==> src/rtl/fan_lane_packer.sv <==
// Packs a row-ordered {row, data} product stream into NUM_IN-lane vectors for the
// first FAN stage, tagging every lane with {valid, complete, tail, head}.
module fan_lane_packer #(
    parameter int DW_DATA = 8,
    parameter int DW_ROW  = 4,
    parameter int DW_CTRL = 4,
    parameter int DW_LINE = DW_DATA + DW_ROW + DW_CTRL,
    parameter int NUM_IN  = 6,
    parameter int DW_CNT  = 16
) (
    input  logic                      clk,
    input  logic                      rst_n,
    input  logic                      in_valid,
    output logic                      in_ready,
    input  logic [DW_DATA-1:0]        in_data,
    input  logic [DW_ROW-1:0]         in_row,
    input  logic                      in_last,
    output logic                      out_valid,
    input  logic                      out_ready,
    output logic [NUM_IN*DW_LINE-1:0] out_vec,
    output logic                      busy,
    output logic [DW_CNT-1:0]         vec_cnt
);

    localparam int CW = $clog2(NUM_IN + 1);
    localparam logic [CW-1:0] FULL = CW'(NUM_IN);

    logic [DW_DATA-1:0]        lane_data [NUM_IN];
    logic [DW_ROW-1:0]         lane_row  [NUM_IN];
    logic                      lane_head [NUM_IN];
    logic                      lane_tail [NUM_IN];
    logic [CW-1:0]             cnt;
    logic [DW_ROW-1:0]         prev_row;
    logic                      first;
    logic                      flush_pend;

    logic                      out_free;
    logic                      full;
    logic                      accept;
    logic                      full_xfer;
    logic                      flush_xfer;
    logic                      head_in;
    logic                      tail_i;
    logic [CW-1:0]             last_idx;
    logic [CW-1:0]             wr_idx;
    logic [NUM_IN*DW_LINE-1:0] vec_next;

    function automatic logic [DW_LINE-1:0] make_lane(
        input logic [DW_DATA-1:0] d,
        input logic [DW_ROW-1:0]  r,
        input logic               h,
        input logic               t
    );
        return {1'b1, h & t, t, h, r, d};
    endfunction

    assign out_free   = !out_valid || out_ready;
    assign full       = (cnt == FULL);
    assign in_ready   = !flush_pend && (!full || out_free);
    assign accept     = in_valid && in_ready;
    assign full_xfer  = accept && full;
    assign flush_xfer = flush_pend && out_free;
    assign head_in    = first || (in_row != prev_row);
    assign last_idx   = cnt - CW'(1);
    assign wr_idx     = full ? '0 : cnt;
    assign busy       = (cnt != '0) || flush_pend || out_valid;

    // The newest lane's tail is only known once the next element is seen, so it is
    // resolved here from the incoming row when a full buffer is handed off.
    always_comb begin
        vec_next = '0;
        tail_i   = 1'b0;
        for (int i = 0; i < NUM_IN; i++) begin
            if (CW'(i) < cnt) begin
                tail_i = lane_tail[i];
                if (accept && (CW'(i) == last_idx))
                    tail_i = (in_row != lane_row[i]);
                vec_next[i*DW_LINE +: DW_LINE] =
                    make_lane(lane_data[i], lane_row[i], lane_head[i], tail_i);
            end
        end
    end

    // Lane buffer -> output register stage
    always_ff @(posedge clk or negedge rst_n) begin
        if (!rst_n) begin
            for (int i = 0; i < NUM_IN; i++) begin
                lane_data[i] <= '0;
                lane_row[i]  <= '0;
                lane_head[i] <= 1'b0;
                lane_tail[i] <= 1'b0;
            end
            cnt        <= '0;
            prev_row   <= '0;
            first      <= 1'b1;
            flush_pend <= 1'b0;
            out_valid  <= 1'b0;
            out_vec    <= '0;
            vec_cnt    <= '0;
        end else begin
            if (out_valid && out_ready)
                vec_cnt <= vec_cnt + DW_CNT'(1);

            if (flush_xfer || full_xfer) begin
                out_vec   <= vec_next;
                out_valid <= 1'b1;
            end else if (out_valid && out_ready) begin
                out_vec   <= '0;
                out_valid <= 1'b0;
            end

            if (flush_xfer) begin
                cnt        <= '0;
                flush_pend <= 1'b0;
                first      <= 1'b1;
            end

            if (accept) begin
                prev_row <= in_row;
                first    <= 1'b0;
                if (!full && (cnt != '0))
                    lane_tail[last_idx] <= (in_row != lane_row[last_idx]);
                lane_data[wr_idx] <= in_data;
                lane_row[wr_idx]  <= in_row;
                lane_head[wr_idx] <= head_in;
                lane_tail[wr_idx] <= in_last;
                cnt <= full ? CW'(1) : cnt + CW'(1);
                if (in_last)
                    flush_pend <= 1'b1;
            end
        end
    end

endmodule

==> config.mk <==
export PLATFORM = sky130hd
export DESIGN_NAME = fan_lane_packer
export DESIGN_NICKNAME = d
export VERILOG_FILES = /design/src/rtl/fan_lane_packer.sv
export SDC_FILE = /design/constraint.sdc
export NUM_CORES = 1
export LEC_CHECK = 0
export ABC_AREA = 0
export BUFFER_PORTS_ARGS = -buffer_cell sky130_fd_sc_hd__buf_2
export CORE_MARGIN = 8
export CORE_UTILIZATION = 35
export CTS_CLUSTER_DIAMETER = 50
export DETAILED_ROUTE_END_ITERATION = 10
export PLACE_DENSITY = 0.6
export SLEW_MARGIN = 0
export SYNTH_ARGS = -nofsm -noshare
export SYNTH_HDL_FRONTEND = slang
export SYNTH_SLANG_ARGS = --single-unit
==> constraint.sdc <==
create_clock -name clk -period 2.9 [get_ports clk]
set_input_delay 0.58 -clock clk [delete_from_list [all_inputs] [get_ports clk]]
set_output_delay 0.58 -clock clk [all_outputs]
set_load 0.02 [all_outputs]
== Word level (Yosys, flattened, before mapping) ==
Cells that the tools add are included.

* Bits in registers: 206
* Input bits: 17

* Bitwise gates (word level): 8
* Add/sub/neg operators: 3
* Eq/ne operators: 14
* Multiplexer cells: 49
* Order comparisons: 10
* Reduce and logical (&&, ||, !) cells: 27

{| class="wikitable"
|+ Operators with widths
! operator !! number
|-
| 2-to-1 mux 96 bit || 2
|-
| 2-to-1 mux 16 bit || 6
|-
| bitwise mux 48 bit || 1
|-
| inequality test 4 bit || 8
|-
| bitwise mux 24 bit || 1
|-
| demux 8 bit (select 3 bit) || 1
|-
| 2-to-1 mux 1 bit || 21
|-
| bitwise mux 6 bit || 3
|-
| adder 16 x 1 -> 16 bit (second input constant) || 1
|-
| logical AND 1 bit || 14
|-
| binary-select mux 4 bit (select 3 bit) || 1
|-
| demux 4 bit (select 3 bit) || 1
|-
| 2-to-1 mux 3 bit || 4
|-
| 2-to-1 mux 4 bit || 3
|-
| 2-to-1 mux 6 bit || 2
|-
| greater-or-equal comparator 4 bit (second input constant) || 2
|-
| < comparator 4 x 1 -> 1 bit (second input constant) || 2
|-
| 2-to-1 mux 8 bit || 1
|-
| NOT 3 -> 4 bit || 2
|-
| bitwise AND 1 bit || 6
|-
| demux 1 bit (select 3 bit) || 2
|-
| equality test 2 x 3 -> 1 bit (first input constant) || 2
|-
| equality test 3 bit (first input constant) || 2
|-
| logical OR 1 bit || 6
|-
| 11 further kinds || 17
|}

== Depth between registers and ports, before layout ==
Gate-level depths: netlist (run 1).

* Word-level depth: 11
* Mapped depth: 12
* Depth with buffers taken out: 8

== Least setup slack after synthesis (run 1) ==
OpenSTA, ideal clock, no wires.

* Kind: register to register
* Start point: register cnt[0]
* End point: register lane_tail[0] (netlist name)
* Period minus slack after synthesis: 2,735 ps
* Stages on the path, launching flop included: 12
* Arrival: 2,584 ps
* Slack: 165 ps
* Buffers on the path: 3
* Cell sequence: dfrtp_1 > buf_6 > buf_8 > inv_1 > ha_1 > ha_1 > clkbuf_1 > nand2_1 > o22ai_1 > or3_1 > a2111oi_4 > a221oi_1

* Longest elaborated chain between the ends: 10
* Elaborated cells between the ends (all ways): 29

{| class="wikitable"
|+ Ends and longest elaborated chain
! item !! RTL line !! text
|-
| start, declared || 32 || <nowiki>logic [CW-1:0] cnt;</nowiki>
|-
| start signal, assigned || 127 || <nowiki>cnt <= full ? CW'(1) : cnt + CW'(1);</nowiki>
|-
| subtractor 3 x 1 -> 3 bit || 64 || <nowiki>assign last_idx = cnt - CW'(1);</nowiki>
|-
| NOT 3 -> 4 bit || 122 || <nowiki>lane_tail[last_idx] <= (in_row != lane_row[last_idx]);</nowiki>
|-
| greater-or-equal comparator 4 bit (implied by the code) (tied with other cells) || 122 ||
|-
| logical AND 1 bit (implied by the code) / 2-to-1 mux 4 bit (equally long branches) || 122 ||
|-
| 2-to-1 mux 1 bit (implied by the code) / 2-to-1 mux 4 bit (equally long branches) || 122 ||
|-
| demux 1 bit (select 3 bit) / inequality test 4 bit (equally long branches) || 122 ||
|-
| bitwise mux 6 bit || 122 ||
|-
| 2-to-1 mux 6 bit || 121 || <nowiki>if (!full && (cnt != '0))</nowiki>
|-
| 2-to-1 mux 6 bit || 118 || <nowiki>if (accept) begin</nowiki>
|-
| bitwise mux 6 bit || 126 || <nowiki>lane_tail[wr_idx] <= in_last;</nowiki>
|-
| end signal, assigned by index || 122 ||
|-
| end signal, assigned by index || 126 ||
|-
| end, declared || 31 || <nowiki>logic lane_tail [NUM_IN];</nowiki>
|}

Parallel ways exist; a longest one is shown, timed or not. The select of a mux whose other input is x is not followed.
A chain may end at the register's enable or synchronous reset.

== Final worst setup path (run 1) ==
Same ends and word-level chain as after synthesis.

==> results of run 1 <==
final cells by class:
type	count	share of cell area, %
sequential	206	48.2
multi-input combinational	418	31.2
timing repair buffer	163	8.81
clock buffer	33	6.41
tap	324	3.79
clock inverter	12	1.30
inverter	6	0.211
worst max path at each step:
stage	slack, ns	depth (start not counted)	end	from
3_5_place_dp	0.25	9	lane_tail[0]	cnt[0]
6_report	0.21	9	lane_tail[0]	cnt[0]
2_1_floorplan	0.17	11	lane_tail[0]	cnt[0]
4_1_cts	0.20	5	busy	cnt[0]
5_1_grt	0.002	9	lane_tail[0]	cnt[0]
3_3_place_gp	0.26	9	lane_tail[4]	cnt[0]
cell families (layout without fill, tap and decap cells):
logic type	after synthesis	in the layout	share of synthesized area (%)
flip-flops	206	206	59.1
AO/OA/AOI/OAI	155	155	14.0
AND/OR/NAND/NOR	126	126	7.55
multiplexers	87	87	11.3
buffers and inverters	53	214	2.80
XOR/XNOR	43	43	4.32
adder cells (fa/ha/maj)	7	7	1.00
critical path, stage by stage, from the launching register on:
cell and delay (ns):
sky130_fd_sc_hd__dfrtp_1 0.34, sky130_fd_sc_hd__inv_1 0.05, sky130_fd_sc_hd__ha_1 0.21, sky130_fd_sc_hd__ha_1 0.45, sky130_fd_sc_hd__buf_4 0.20, sky130_fd_sc_hd__nor2b_1 0.24
sky130_fd_sc_hd__a32o_1 0.21, sky130_fd_sc_hd__a311oi_1 0.07, sky130_fd_sc_hd__a2111oi_4 0.57, sky130_fd_sc_hd__a221oi_1 0.18
layer usage:
metal	vias up	track usage, %
met5	-	0
met4	0	3.10
met3	22	4.12
met2	154	25.0
met1	3097	20.7
li1	2766	-
state kept, by name, summed over array words and instances, names as in the netlist:
| register | cells |
|---|---|
| cnt | 3 |
| first | 1 |
| flush_pend | 1 |
| lane_data | 48 |
| lane_head | 6 |
| lane_row | 24 |
| lane_tail | 6 |
| out_valid | 1 |
| out_vec | 96 |
| prev_row | 4 |
| vec_cnt | 16 |
cell usage in the layout, fill, tap and decap left out, types with 6 or more instances in the layout:
| cell type | instances |
|---|---|
| sky130_fd_sc_hd__nand3_1 | 9 |
| sky130_fd_sc_hd__a21o_1 | 10 |
| sky130_fd_sc_hd__nand4_1 | 8 |
| sky130_fd_sc_hd__inv_1 | 6 |
| sky130_fd_sc_hd__buf_2 | 130 |
| sky130_fd_sc_hd__nand2_1 | 42 |
| sky130_fd_sc_hd__o21ai_0 | 19 |
| sky130_fd_sc_hd__xor2_1 | 31 |
| sky130_fd_sc_hd__clkbuf_16 | 25 |
| sky130_fd_sc_hd__xnor2_1 | 12 |
| sky130_fd_sc_hd__dfrtp_1 | 205 |
| sky130_fd_sc_hd__mux2i_1 | 7 |
| sky130_fd_sc_hd__and3_1 | 7 |
| sky130_fd_sc_hd__buf_4 | 29 |
| sky130_fd_sc_hd__nor4_1 | 6 |
| sky130_fd_sc_hd__nor3_1 | 7 |
| sky130_fd_sc_hd__a22o_1 | 84 |
| sky130_fd_sc_hd__mux2_2 | 77 |
| sky130_fd_sc_hd__nor2_1 | 16 |
| sky130_fd_sc_hd__a21oi_1 | 14 |
| sky130_fd_sc_hd__ha_1 | 7 |
report_power, final:
group	internal [mW]	switching (mW)
Clock	1.86	1.24
Combinational	1.63	2.05
Sequential	3.85	0.697
Total	7.33	3.99
==> flow_metrics.py, run 1 <==
metrics = {
    "clock_tree": {
        "numClockSinks": 206,
        "tritoncts.num_buffers": 25,
        "cts_buffer_depth": 3,
        "cts_htree_levels": 1,
        "cts-hold-fix-buffers": 0,
        "cts_root_buffer": "sky130_fd_sc_hd__clkbuf_16",
        "post_cts_buffers": 0,
        "insertion_delay_ns": 0.52,
        "tritoncts": "done",
        "worst_setup_hold_path_clk_slew_ns": 0.06,
        "cts_resized": 0,
    },
    "power": {
        "highest_ir_drop_seen_on_vdd_v": 0.000596,
        "final_power_mw": 11.3,
        "p_leak_nw": 5.35,
        "power-per-cell-area_nw_per_um2": 1060,
    },
    "timing": {
        "max_freq_ghz": 0.372,
        "rsz0062_at_grt": "false",
        "worst_clock_skew_ns": 0.0182,
        "report.final.slew_viol_count": 0,
        "timing.final.ws_setup_ns": 0.214,
        "slew_headroom_pct": 46.2,
        "worst_hold_slack_ns": 0.0788,
        "final-hold-violation-count": 0,
        "report.final.setup_viol": 0,
        "fin_setup_tns_ns": 0,
        "period_needed_ns": 2.69,
        "period_share_pct": 92.6,
        "worst_slew_pin_slew_ns": 0.805,
    },
    "final_layout": {
        "multi_input_logic_area_sq_um": 3340,
        "fin_util_pct": 43.8,
        "n_antenna_cell": 0,
        "area_growth_syn_to_layout_pct": 22.6,
        "final.fill_count": 2300,
        "fraction_of_layout_cells_with_a_size_suffix_above_1_pct": 35.2,
        "finish.cell_count_without_fillers": 1162,
        "sequential_cell_area_sq_um": 5160,
        "layout.cell_area.non_filler_sq_um": 10700,
        "design.final.nets": 844,
    },
    "critical_path": {
        "capturing_element_type_of_the_critical_path": "flop",
        "critPathKind": "reg -> reg",
        "reg2reg_setup_slack_ns": 0.21,
        "r2r-end": "lane_tail[0]",
        "ff2ff_path_depth": 9,
        "maximum_fanout_along_the_worst_path": 9,
        "worst_setup_path_start_kind": "flop",
        "critPathRequiredTime_ns": 3.25,
        "data_arrival_critical_path_ns": 3.04,
        "timing.rr.start": "cnt[0]",
    },
    "route": {
        "detailroute.wirelength.met3_um": 1500,
        "maxUsedRoutingLayer": "met4",
        "vias_per_cell": 5.20,
        "finalWirelength_um": 23600,
        "wl_met2_um": 11100,
        "drt-pass1-iter-count": 5,
        "drc": 0,
        "drt_iter0_drc": 346,
        "wirelength_met1_um": 10700,
        "dr_total_vias": 6039,
        "antenna_violating_nets_post_route": 0,
        "routedWlPerCell_um": 20.4,
    },
    "floorplan": {
        "io-pin-count": 132,
        "die_h_um": 174,
        "start_util_pct": 35.8,
        "design.core.area_sq_um": 24400,
        "die_area_sq_um": 30200,
        "die-width_um": 174,
        "rows": 57,
    },
    "synth": {
        "largest_cells_by_area_after_synthesis": "sky130_fd_sc_hd__dfrtp_1 59%, sky130_fd_sc_hd__mux2_2 9.9%, sky130_fd_sc_hd__a22o_1 8.4%, sky130_fd_sc_hd__xor2_1 3.1%, sky130_fd_sc_hd__nand2_1 1.8%",
        "synth.yosys.warnings": 0,
        "synth.cell_area_sq_um": 8720,
        "avgSynthCellArea_sq_um": 12.9,
        "synth_cell_type_count": 50,
        "synth_top_area_cell": "sky130_fd_sc_hd__dfrtp_1",
        "netlist_top_cells_count": "205 x sky130_fd_sc_hd__dfrtp_1, 84 x sky130_fd_sc_hd__a22o_1, 77 x sky130_fd_sc_hd__mux2_2",
        "post_synthesis_net_count": 701,
        "yosys_register_bits": 206,
        "ys.flop_type": "sky130_fd_sc_hd__dfrtp_1",
        "yosysSeqAreaShare_pct": 59.1,
        "post-synth-top-count-cell": "sky130_fd_sc_hd__dfrtp_1",
        "netlist.area_leader.share_pct": 58.8,
        "synth_enable_flop_cells": 0,
        "netlist_instances": 677,
        "postSynth.asyncResetShare_pct": 100,
    },
    "grt": {
        "grt.total_usage_pct": 15.5,
        "grt_max_degree": 97,
        "wire_length_of_the_first_global_routing_pass_um": 37700,
        "first_global_vias": 6362,
        "number_of_antenna_violations_at_the_first_check_in_global_routing": 0,
        "globalRouteOverflowTotal": 0,
    },
    "hold_path": {
        "timing.hold.worst.class": "in -> async",
    },
    "placement": {
        "dpl_worst_slack_ns": 0.250,
        "portBuffers": 131,
        "placedCellCount": 1117,
        "placed_cell_area_sq_um": 9870,
        "total_half_perimeter_wirelength_after_legalization_and_detailed_placement_um": 16000,
        "gp_congestion": 0.862,
    },
    "flow_run": {
        "cap_violations": 0,
    },
    "run_status": {
        "status": "finished clean",
    },
}
Power figures use the tool's default switching activity.
==> inputs of run 2 (changes only) <==
- PLACE_DENSITY: 0.6 -> 0.58
- SKIP_CTS_REPAIR_TIMING: default -> 1
- clock period: 2.9 -> 2.81 ns (I/O delays scaled with it)
==> flow_metrics.py, run 2 (synthesis results as in run 1) <==
metrics = {
    "floorplan": {
        "die-width_um": 174,
        "io-pin-count": 132,
        "rows": 57,
        "start_util_pct": 35.8,
        "design.core.area_sq_um": 24400,
        "die_area_sq_um": 30200,
        "die_h_um": 174,
    },
    "power": {
        "power.combinational.fraction_pct": 32.3,
        "p_switching_mw": 4.12,
        "p_leak_nw": 5.41,
        "power-per-cell-area_nw_per_um2": 1110,
        "seq_power_share_pct": 39.2,
        "highest_ir_drop_seen_on_vdd_v": 0.000611,
        "power_switching_share_pct": 34.3,
        "power.share.clock_pct": 28.5,
        "cell_internal_power_mw": 7.90,
    },
    "critical_path": {
        "critPathKind": "reg -> out",
        "capturing_element_type_of_the_critical_path": "output port",
        "setup.worst_path.start": "cnt[0]",
        "worst_setup_path_start_kind": "flop",
        "maximum_fanout_along_the_worst_path": 6,
        "timing.rr.start": "cnt[0]",
        "data_arrival_critical_path_ns": 2.05,
        "critPathRequiredTime_ns": 2.25,
    },
    "final_layout": {
        "area_growth_syn_to_layout_pct": 24.0,
        "finish.cell_count_without_fillers": 1166,
        "n_antenna_cell": 0,
        "design.final.nets": 850,
        "fraction_of_layout_cells_with_a_size_suffix_above_1_pct": 36.1,
        "layout.cell_area.non_filler_sq_um": 10800,
        "fin_util_pct": 44.3,
        "largest_register_ffs": 96,
        "final_cell_mix": "205 x sky130_fd_sc_hd__dfrtp_1, 130 x sky130_fd_sc_hd__buf_2, 84 x sky130_fd_sc_hd__a22o_1",
        "layout_top_registers": "out_vec x96, lane_data x48, lane_row x24",
        "mostFrequentLayoutCell": "sky130_fd_sc_hd__dfrtp_1",
        "final.fill_count": 2302,
        "max_flop_register": "out_vec",
    },
    "clock_tree": {
        "tritoncts.num_buffers": 25,
        "insertion_delay_ns": 0.51,
        "worst_setup_hold_path_clk_slew_ns": 0.06,
        "cts_buffer_depth": 3,
        "numClockSinks": 206,
        "cts_htree_levels": 1,
        "tritoncts": "done",
        "cts_root_buffer": "sky130_fd_sc_hd__clkbuf_16",
    },
    "hold_path": {
        "timing.hold.worst.class": "in -> async",
    },
    "grt": {
        "globalRouteOverflowTotal": 0,
        "grt.total_usage_pct": 15.8,
        "first_global_vias": 6486,
        "number_of_antenna_violations_at_the_first_check_in_global_routing": 0,
        "wire_length_of_the_first_global_routing_pass_um": 38600,
        "grt_max_degree": 58,
    },
    "route": {
        "drc": 0,
        "routedWlPerCell_um": 20.6,
        "dr_total_vias": 6092,
        "drt_iter0_drc": 435,
        "finalWirelength_um": 24000,
        "vias_per_cell": 5.22,
        "drt-pass1-iter-count": 7,
        "antenna_violating_nets_post_route": 0,
    },
    "timing": {
        "report.final.slew_viol_count": 0,
        "max_freq_ghz": 0.383,
        "worst_hold_slack_ns": 0.0281,
        "period_needed_ns": 2.61,
        "report.final.setup_viol": 0,
        "slew_headroom_pct": 42.3,
        "worst_clock_skew_ns": 0.0159,
        "fin_setup_tns_ns": 0,
        "period_share_pct": 92.9,
        "final-hold-violation-count": 0,
        "worst_slew_pin_slew_ns": 0.861,
        "rsz0062_at_grt": "false",
    },
    "flow_run": {
        "cap_violations": 0,
    },
    "placement": {
        "placed_cell_area_sq_um": 9900,
        "placedCellCount": 1122,
        "portBuffers": 131,
        "gp_congestion": 0.875,
        "total_half_perimeter_wirelength_after_legalization_and_detailed_placement_um": 16500,
    },
    "run_status": {
        "status": "finished clean",
    },
}
[run 2: cell types whose count changed in the layout (fill, tap and decap cells not counted), moves of 2 or more]
cell                        delta
sky130_fd_sc_hd__buf_4         +6
sky130_fd_sc_hd__bufinv_16     +3
sky130_fd_sc_hd__clkinv_2      -2
sky130_fd_sc_hd__a211oi_1      -2
sky130_fd_sc_hd__a211oi_2      +2
[run 2: power groups by stage]
stage	logic (mW)	clock network [mW]	registers, mW
final	3.88	3.42	4.71
after global routing	4.25	3.63	4.85
after CTS	3.85	3.52	4.71
after detailed placement	3.84	0	4.75
after global placement	3.78	0	4.73
after floorplan	2.19	0	5.01
[run 2: path summary, 6_finish.rpt]
kind	endpoint	slack, ns	depth (start not counted)
setup / recovery	busy	0.20	5
hold / removal	out_vec[68]	0.03	1
setup reg to reg	lane_tail[4]	0.23	10
hold reg to reg	out_vec[45]	0.47	1
max in group asynchronous	first	2.06	2
min in group clk	lane_data[16]	0.40	2
[run 2: routing by layer]
metal | vias to the layer above | part of all wire, % | GRT usage (%)
met2 | 155 | 46 | 25.0
met4 | 0 | 2.2 | 4.67
met5 | - | 0 | 0
met3 | 37 | 5.4 | 3.70
met1 | 3119 | 46 | 21.1
li1 | 2781 | - | -
[run 2: cell type report]
type | count | area, sq um | area share, %
sequential | 206 | 5160 | 47.7
tap | 324 | 405 | 3.75
clock inverter | 9 | 183 | 1.69
multi-input combinational | 418 | 3360 | 31.1
timing repair buffer | 169 | 987 | 9.13
clock buffer | 34 | 699 | 6.47
inverter | 6 | 22.5 | 0.208
[run 2: metrics by stage]
stage	power [mW]	setup slack, ns
final	12.0	0.200
after global placement	8.51	0.230
after floorplan	7.20	0.0751
after detailed placement	8.59	0.149
after CTS	12.1	0.123
after global routing	12.7	0.0166
[run 2: critical path, stage by stage (launching register included)]
cell	delay [ns]
sky130_fd_sc_hd__dfrtp_1	0.37
sky130_fd_sc_hd__inv_1	0.08
sky130_fd_sc_hd__ha_1	0.18
sky130_fd_sc_hd__ha_2	0.26
sky130_fd_sc_hd__or3b_2	0.46
sky130_fd_sc_hd__buf_2	0.18
